==> config.mk <==
export PLATFORM = sky130hd
export DESIGN_NAME = sw_stripe_sequencer
export DESIGN_NICKNAME = d
export VERILOG_FILES = /design/src/rtl/sw_pkg.sv /design/src/rtl/sw_stripe_sequencer.sv
export SDC_FILE = /design/constraint.sdc
export NUM_CORES = 1
export LEC_CHECK = 0
export ABC_AREA = 0
export CORE_MARGIN = 1
export CORE_UTILIZATION = 47
export CTS_CLUSTER_DIAMETER = 30
export DETAILED_ROUTE_END_ITERATION = 10
export GPL_ROUTABILITY_DRIVEN = 1
export PLACE_DENSITY = 0.94
export SYNTH_ARGS = -nofsm -noshare
export SYNTH_HDL_FRONTEND = slang
export SYNTH_SLANG_ARGS = --single-unit
==> constraint.sdc <==
create_clock -name i_clk -period 4.2 [get_ports i_clk]
set_clock_uncertainty 0.05 [all_clocks]
set_input_delay 0.84 -clock i_clk [delete_from_list [all_inputs] [get_ports i_clk]]
set_output_delay 0.84 -clock i_clk [all_outputs]
set_load 0.1 [all_outputs]
==> src/rtl/sw_pkg.sv <==
// ---------------------------------------------------------------------------
// sw_pkg
//
// Shared constants, types and helpers for the Smith-Waterman stripe
// sequencer that feeds PE_array_64.
//
// Contents:
//   NUM_PE, SEQ_LEN, NUM_STRIPES, TIMEOUT_CYC  - geometry / watchdog limit
//   STRIPE_W, TMO_W                            - derived counter widths
//   base_t, score_t, pos_t, spos_t             - datapath types
//   seq_state_e                                - sequencer FSM encoding
//   sat_add()                                  - saturating start-position add
// ---------------------------------------------------------------------------
package sw_pkg;

    localparam int NUM_PE      = 64;
    localparam int SEQ_LEN     = 1024;
    localparam int NUM_STRIPES = SEQ_LEN / NUM_PE;
    localparam int TIMEOUT_CYC = 256;

    localparam int STRIPE_W = $clog2(NUM_STRIPES);
    // One spare bit so the counter can represent TIMEOUT_CYC itself.
    localparam int TMO_W    = $clog2(TIMEOUT_CYC) + 1;

    typedef logic [1:0]  base_t;
    typedef logic [13:0] score_t;
    typedef logic [9:0]  pos_t;
    // Absolute start position needs one extra bit: it may equal SEQ_LEN,
    // which is the "reference exhausted" marker.
    typedef logic [10:0] spos_t;

    typedef enum logic [2:0] {
        ST_IDLE     = 3'd0,
        ST_LOAD_B   = 3'd1,
        ST_SETTLE   = 3'd2,
        ST_STREAM   = 3'd3,
        ST_WAIT_END = 3'd4,
        ST_NEXT     = 3'd5,
        ST_DONE     = 3'd6
    } seq_state_e;

    // Advance the absolute start position by the array's relative offset,
    // clamping at SEQ_LEN so the run can terminate cleanly.
    function automatic spos_t sat_add(input spos_t cur, input pos_t rel);
        logic [11:0] sum;
        sum = {1'b0, cur} + {2'b00, rel};
        if (sum > 12'(SEQ_LEN)) begin
            return spos_t'(SEQ_LEN);
        end
        return sum[10:0];
    endfunction

endpackage

==> src/rtl/sw_stripe_sequencer.sv <==
// ---------------------------------------------------------------------------
// sw_stripe_sequencer
//
// Upstream control stage for PE_array_64. Runs a complete Smith-Waterman
// pass over two 2-bit encoded sequences held in external sync-read
// memories: per stripe it loads NUM_PE query bases (B) into the array,
// streams reference bases (A) from the current start position until the
// array raises stripe-end, accumulates the start position and tracks the
// best stripe score.
//
// Optional feature macro: SW_STRIPE_TIMEOUT_EN
//   defined   - watchdog counts STREAM/WAIT_END cycles of a stripe; on
//               reaching TIMEOUT_CYC without stripe-end it sets the sticky
//               o_error and ends the run with an o_done pulse.
//   undefined - no watchdog, o_error tied 0, WAIT_END waits indefinitely.
//
// Ports:
//   i_clk, i_rst_n     clock (rising edge), async active-low reset
//   i_go               start-run pulse, ignored while o_busy
//   o_busy             run in progress
//   o_done             one-cycle pulse at end of run
//   o_max_score        best stripe score of the run
//   o_max_stripe       stripe index of o_max_score
//   o_error            watchdog abort flag
//   o_a_addr/i_a_data  A memory read port, data one cycle after address
//   o_b_addr/i_b_data  B memory row port, data one cycle after address
//   o_pe_start         to array i_start
//   o_pe_a             to array i_A
//   o_pe_b             to array i_B, held for a whole stripe
//   i_pe_stripe_end    from array o_stripe_end
//   i_pe_start_pos     from array o_start_position (relative offset)
//   i_pe_max_score     from array o_max_score_stripe
//   o_dbg_state        current FSM state (seq_state_e encoding)
//
// Handshake: there is no back-pressure. A base is transferred to the array
// in every cycle where o_pe_start is 1; the array ends a stripe by holding
// i_pe_stripe_end high for the cycle in which its start_pos/score are valid,
// and the sequencer consumes that cycle unconditionally.
// ---------------------------------------------------------------------------
module sw_stripe_sequencer
    import sw_pkg::*;
(
    input  logic                  i_clk,
    input  logic                  i_rst_n,
    input  logic                  i_go,
    output logic                  o_busy,
    output logic                  o_done,
    output logic [13:0]           o_max_score,
    output logic [STRIPE_W-1:0]   o_max_stripe,
    output logic                  o_error,
    output logic [9:0]            o_a_addr,
    input  logic [1:0]            i_a_data,
    output logic [STRIPE_W-1:0]   o_b_addr,
    input  logic [2*NUM_PE-1:0]   i_b_data,
    output logic                  o_pe_start,
    output logic [1:0]            o_pe_a,
    output logic [2*NUM_PE-1:0]   o_pe_b,
    input  logic                  i_pe_stripe_end,
    input  logic [9:0]            i_pe_start_pos,
    input  logic [13:0]           i_pe_max_score,
    output logic [2:0]            o_dbg_state
);

    localparam pos_t                A_LAST    = pos_t'(SEQ_LEN - 1);
    localparam spos_t               SPOS_END  = spos_t'(SEQ_LEN);
    localparam logic [STRIPE_W-1:0] K_LAST    = STRIPE_W'(NUM_STRIPES - 1);

    // -----------------------------------------------------------------------
    // State
    // -----------------------------------------------------------------------
    seq_state_e             state_q,      state_d;
    logic                   busy_q,       busy_d;
    logic                   done_q,       done_d;
    score_t                 max_score_q,  max_score_d;
    logic [STRIPE_W-1:0]    max_stripe_q, max_stripe_d;
    logic [STRIPE_W-1:0]    k_q,          k_d;
    spos_t                  start_pos_q,  start_pos_d;
    pos_t                   a_ptr_q,      a_ptr_d;
    // Stage 1 of the valid pipe: a read was issued last cycle, so i_a_data
    // holds a live base this cycle.
    logic                   v1_q,         v1_d;
    // Stage 2: registered base and start strobe presented to the array.
    logic                   pe_start_q,   pe_start_d;
    base_t                  pe_a_q,       pe_a_d;
    logic [2*NUM_PE-1:0]    pe_b_q,       pe_b_d;

    logic                   tmo_hit;

`ifdef SW_STRIPE_TIMEOUT_EN
    logic                   error_q,      error_d;
    logic [TMO_W-1:0]       tmo_q,        tmo_d;

    assign tmo_hit = (tmo_q == TMO_W'(TIMEOUT_CYC - 1));
`else
    assign tmo_hit = 1'b0;
`endif

    // -----------------------------------------------------------------------
    // Next-state logic
    // -----------------------------------------------------------------------
    always_comb begin
        state_d      = state_q;
        busy_d       = busy_q;
        done_d       = 1'b0;
        max_score_d  = max_score_q;
        max_stripe_d = max_stripe_q;
        k_d          = k_q;
        start_pos_d  = start_pos_q;
        a_ptr_d      = a_ptr_q;
        v1_d         = 1'b0;
        // The pipe advances every cycle; a flush overrides this below.
        pe_start_d   = v1_q;
        pe_a_d       = i_a_data;
        pe_b_d       = pe_b_q;
`ifdef SW_STRIPE_TIMEOUT_EN
        error_d      = error_q;
        tmo_d        = tmo_q;
`endif

        case (state_q)
            ST_IDLE: begin
                if (i_go) begin
                    max_score_d  = '0;
                    max_stripe_d = '0;
`ifdef SW_STRIPE_TIMEOUT_EN
                    error_d      = 1'b0;
`endif
                    k_d          = '0;
                    start_pos_d  = '0;
                    busy_d       = 1'b1;
                    state_d      = ST_LOAD_B;
                end
            end

            // o_b_addr follows k_q, so the row read is issued here and its
            // data is available during SETTLE.
            ST_LOAD_B: begin
                state_d = ST_SETTLE;
            end

            ST_SETTLE: begin
                pe_b_d  = i_b_data;
                a_ptr_d = start_pos_q[9:0];
`ifdef SW_STRIPE_TIMEOUT_EN
                tmo_d   = '0;
`endif
                state_d = ST_STREAM;
            end

            ST_STREAM, ST_WAIT_END: begin
                if (i_pe_stripe_end) begin
                    // Stripe-end takes priority over the last-address exit:
                    // every read still in flight belongs to the old stripe
                    // and is dropped by clearing both pipe stages.
                    v1_d        = 1'b0;
                    pe_start_d  = 1'b0;
                    start_pos_d = sat_add(start_pos_q, i_pe_start_pos);
                    // Strict compare: on equal scores the earlier stripe
                    // keeps the record.
                    if (i_pe_max_score > max_score_q) begin
                        max_score_d  = i_pe_max_score;
                        max_stripe_d = k_q;
                    end
                    state_d     = ST_NEXT;
                end else if (tmo_hit) begin
`ifdef SW_STRIPE_TIMEOUT_EN
                    error_d     = 1'b1;
`endif
                    v1_d        = 1'b0;
                    pe_start_d  = 1'b0;
                    busy_d      = 1'b0;
                    done_d      = 1'b1;
                    state_d     = ST_DONE;
                end else begin
`ifdef SW_STRIPE_TIMEOUT_EN
                    tmo_d       = tmo_q + 1'b1;
`endif
                    if (state_q == ST_STREAM) begin
                        // o_a_addr = a_ptr_q is the read issued this cycle.
                        v1_d    = 1'b1;
                        a_ptr_d = a_ptr_q + 1'b1;
                        if (a_ptr_q == A_LAST) begin
                            state_d = ST_WAIT_END;
                        end
                    end
                end
            end

            ST_NEXT: begin
                k_d = k_q + 1'b1;
                if ((k_q == K_LAST) || (start_pos_q == SPOS_END)) begin
                    busy_d  = 1'b0;
                    done_d  = 1'b1;
                    state_d = ST_DONE;
                end else begin
                    state_d = ST_LOAD_B;
                end
            end

            // done_q is high for exactly this cycle; results stay held.
            ST_DONE: begin
                state_d = ST_IDLE;
            end

            default: begin
                state_d = ST_IDLE;
            end
        endcase
    end

    // -----------------------------------------------------------------------
    // Registers
    // -----------------------------------------------------------------------
    always_ff @(posedge i_clk or negedge i_rst_n) begin
        if (!i_rst_n) begin
            state_q      <= ST_IDLE;
            busy_q       <= 1'b0;
            done_q       <= 1'b0;
            max_score_q  <= '0;
            max_stripe_q <= '0;
            k_q          <= '0;
            start_pos_q  <= '0;
            a_ptr_q      <= '0;
            v1_q         <= 1'b0;
            pe_start_q   <= 1'b0;
            pe_a_q       <= '0;
            pe_b_q       <= '0;
`ifdef SW_STRIPE_TIMEOUT_EN
            error_q      <= 1'b0;
            tmo_q        <= '0;
`endif
        end else begin
            state_q      <= state_d;
            busy_q       <= busy_d;
            done_q       <= done_d;
            max_score_q  <= max_score_d;
            max_stripe_q <= max_stripe_d;
            k_q          <= k_d;
            start_pos_q  <= start_pos_d;
            a_ptr_q      <= a_ptr_d;
            v1_q         <= v1_d;
            pe_start_q   <= pe_start_d;
            pe_a_q       <= pe_a_d;
            pe_b_q       <= pe_b_d;
`ifdef SW_STRIPE_TIMEOUT_EN
            error_q      <= error_d;
            tmo_q        <= tmo_d;
`endif
        end
    end

    // -----------------------------------------------------------------------
    // Outputs (all straight from flops)
    // -----------------------------------------------------------------------
    assign o_busy       = busy_q;
    assign o_done       = done_q;
    assign o_max_score  = max_score_q;
    assign o_max_stripe = max_stripe_q;
    assign o_a_addr     = a_ptr_q;
    assign o_b_addr     = k_q;
    assign o_pe_start   = pe_start_q;
    assign o_pe_a       = pe_a_q;
    assign o_pe_b       = pe_b_q;
    assign o_dbg_state  = state_q;

`ifdef SW_STRIPE_TIMEOUT_EN
    assign o_error      = error_q;
`else
    assign o_error      = 1'b0;
`endif

endmodule

==> metrics.md <==
| Metric | Value |
|---|---|
| Vias per cell | 5.344 |
| Total CTS buffers | 17 |
| Die height | 132.4 um |
| Initial Util | 0.4819 |
| Startpoint types | flop |
| HPWL after DPL | 17260 um |
| Layout fillers | 1094 |
| Final setup violation count | 0 |
| Synth Flop Type | dfrtp_1 |
| Worst flop-to-flop path endpoint | o_max_score[12] |
| DR iter-0 viols | 360 |
| Setup ws final | about 0.89 ns |
| Setup CP Type | flop to output port |
| Slowest CP cell | clkdlybuf4s50_1 |
| Achievable Freq | 301.9 MHz |
| Clock sink total | 180 |
| GPL Wtd Cong | 0.9036 |
| Yosys reg bits | 180 |
| Core Box Area | 16580 um2 |
| Mapped Area | 7991 um2 |
| WL final | 23320 um |
| Vias | 6365 |
| Cells after DPL | ~1200 |
| Total Nets Final | 1143 |
| Postcts setup bufs | 0 |
| Antenna Nets Post-Route | 0 |
| Delay-heaviest family, CP | buffers and inverters |
| Least-Margin Pin Slew | 1.071 ns |
| Post-Layout Cell Count | 1191 |
| Final max-slew violation count | 0 |
| CP Buf/Inv Count | 1 |
| Tcrit/Tclk final | 0.7887 |
| Area grow syn2layout | 50.48% |
| Hold endpoint | o_pe_start |
| Number of synthesized flops with an enable pin | 0 |
| PostCTS Resize Cnt | 0 |
| HP Class | flop to flop |
| I/O pin cnt | 327 |
| Yosys warning total | 0 |
| Setup crit end kind | output port |
| CP arrival | between 2 and 2.5 ns |
| N_diodes | 0 |
| Number of cells on the worst reg-to-reg path | 7 |
| Cells after Synth | 635 |
| Die width | 132.4 um |
| RSZ-0062 raised after global routing | no |
| Final hold viol count | 0 |
| Placement row count | 47 |
| Largest net degree at the start of global routing | 101 |
| Pre-CTS setup slack | 0.7997 ns |
| GR Overflow Total | 0 |
| Seq/Total Area, Yosys | 0.5636 |
| CTS tree | yes |
| Yosys cell types | 50 |
| Slowest stage delay, CP | approximately 1.3 ns |
| Crit path depth | 1 |
| RR Startpoint | o_dbg_state[0] |
| CTS Hold Bufs | 0 |
| Post-route DRC | 0 |
| GRT Overall Usage | 0.2714 |
| Critical Path RT | 3.31 ns |
| Initial antenna violation count | 0 |
| Clk slew on worst S/H paths | 0.07 ns |
| CTS root buf | clkbuf_16 |
| Syn nets | 820 |
| Status | completed |
| Worst hold start | v1_q |
| Max Cap Viol | 0 |
| Global-route wire length before repair | 36140 um |
| Routed len/inst | 19.58 um |
| Reg2Reg Setup Slack | 1.45 ns |
| Hold Path Stages | 1 |
| Crit Path Max Fanout | 16 |
| Avg Cell Area, Syn | 12.58 um2 |
| Max-slew headroom at the worst pin | 0.2836 |
| Layout cell share with drive strength beyond 1 | 0.1843 |
| Vias in the first global route | ~6600 |
| CP cell instances | clkdlybuf4s50_1 |
| Ys async rst share | 1.000 |
| PortBufs | approximately 330 |
| Bufs on Longest Clock Path | 2 |
| Initial DRT Pass Iterations | 5 |
| Setup TNS | 0 ns |
| Die area | approximately 18000 um2 |
| Final worst path period need | 3.312 ns |
| Fin area | between 10000 and 15000 um2 |
| H-tree Lvls | 4 |
| Clk Latency, worst-skew pair | roughly 0.42 ns |
| Area post-placement | 11440 um2 |
==> worst register-to-register path: stages, from the launching register on <==
cell and delay [ns]:
dfrtp_1 0.65, and3b_1 0.35, a21o_4 0.33, nand3_2 0.16
a21oi_1 0.15, o21a_1 0.43, buf_4 0.31, mux2i_1 0.23
==> worst max-delay path by stage <==
stage | startpoint | to | slack [ns]
2_1_floorplan | o_max_score[3] | o_max_score[10] | 1.43
3_3_place_gp | i_pe_start_pos[0] | start_pos_q[3] | 0.93
3_5_place_dp | i_pe_start_pos[0] | start_pos_q[2] | 0.80
4_1_cts | o_dbg_state[2] | o_dbg_state[2] | 0.91
5_1_grt | o_dbg_state[2] | o_dbg_state[2] | 0.82
6_report | o_dbg_state[2] | o_dbg_state[2] | 0.89
==> Yosys cell counts (3+ instances only) <==
library cell  count  area [um2]
a21oi_1          32       160.2
mux2_2          128        1441
clkbuf_1         10       37.54
a22o_1           10       87.58
nor4_1            4       25.02
o211ai_2          5       62.56
o21a_1            6       45.04
mux2i_1          14       140.1
buf_2            14       70.07
xnor2_1           7       61.31
o22ai_1           3       18.77
o211ai_1          4       30.03
o21ai_0          19       95.09
nand4_1           6       37.54
inv_1            22       82.58
dfrtp_1         180        4504
ha_1             26       325.3
a31oi_1           4       25.02
nor2_1           24       90.09
a21o_1            5       37.54
nor3_1            6       30.03
nand3_1          10       50.05
nand2_1          62       232.7
==> layer usage <==
metal / share of wire / GRT usage / up-vias
met5: 0 / 0 / -
met2: 0.50 / 0.4635 / 278
li1: - / - / 2902
met4: 0.043 / 0.1335 / 0
met1: 0.38 / 0.3086 / 3133
met3: 0.073 / 0.08343 / 52
==> kinds of logic after synthesis <==
| group | count (synthesis) | share of synthesized area |
|---|---|---|
| flops | 180 | 0.5636 |
| other cells | 1 | 0.0004693 |
| buf+inv | 50 | 0.02912 |
| compound gates | 100 | 0.08408 |
| simple gates | 127 | 0.07281 |
| mux | 142 | 0.1979 |
| fa+ha+maj | 27 | 0.04321 |
| xor+xnor | 8 | 0.008768 |
==> stage by stage <==
stage	utilization	hold slack, ns
4_1_cts	0.7251	0.4149
5_1_grt	0.7251	0.4333
2_1_floorplan	-	0.3777
3_3_place_gp	0.6897	0.3908
3_5_place_dp	0.6897	0.4004
6_report	0.7251	0.4060
==> placed cells by master, fill, tap and decap left out, types with 2 or more instances in the layout <==
master / netlist / final
a211oi_1: 2 / 2
xnor2_1: 7 / 7
nor2b_1: 2 / 2
and3_1: 2 / 2
and2_1: 2 / 2
nand4_1: 6 / 6
clkinv_2: 0 / 6
inv_6: 0 / 3
clkdlybuf4s50_1: 0 / 324
nand3_1: 10 / 10
o211ai_1: 4 / 4
mux2i_1: 14 / 14
nor2_1: 24 / 24
nor3_1: 6 / 5
inv_1: 22 / 22
nor4_1: 4 / 4
nand2_1: 62 / 62
a211o_1: 2 / 2
a21o_1: 5 / 5
dfrtp_1: 180 / 180
clkbuf_1: 10 / 2
a22o_1: 10 / 10
o21a_1: 6 / 6
buf_4: 1 / 5
a21oi_2: 2 / 2
mux2_2: 128 / 128
bufinv_16: 0 / 3
a21oi_1: 32 / 32
a31oi_1: 4 / 4
nand2b_1: 2 / 2
ha_1: 26 / 26
clkbuf_16: 0 / 17
o21ai_0: 19 / 19
o22ai_1: 3 / 3
o211ai_2: 5 / 5
==> layout make-up <==
class | count | area, um2 | area share
Sequential cell | 180 | 4504 | 0.3746
Timing Repair Buffer | 331 | 3312 | 0.2754
Multi-Input combinational cell | 405 | 3259 | 0.2710
Clock buffer | 19 | 432.9 | 0.03600
Tap cell | 220 | 275.3 | 0.02289
Clock inverter | 13 | 155.1 | 0.01290
Inverter | 23 | 86.33 | 0.007179
==> sequential cells by signal, indices dropped and copies added (netlist names), 2 cells and up <==
register and count:
o_pe_b 128, o_max_score 14, start_pos_q 11, o_a_addr 10
o_b_addr 4, o_max_stripe 4, o_dbg_state 3, o_pe_a 2
Power is not shown: default switching activity piles up to over one toggle a cycle in this logic, so the estimate is an artifact.
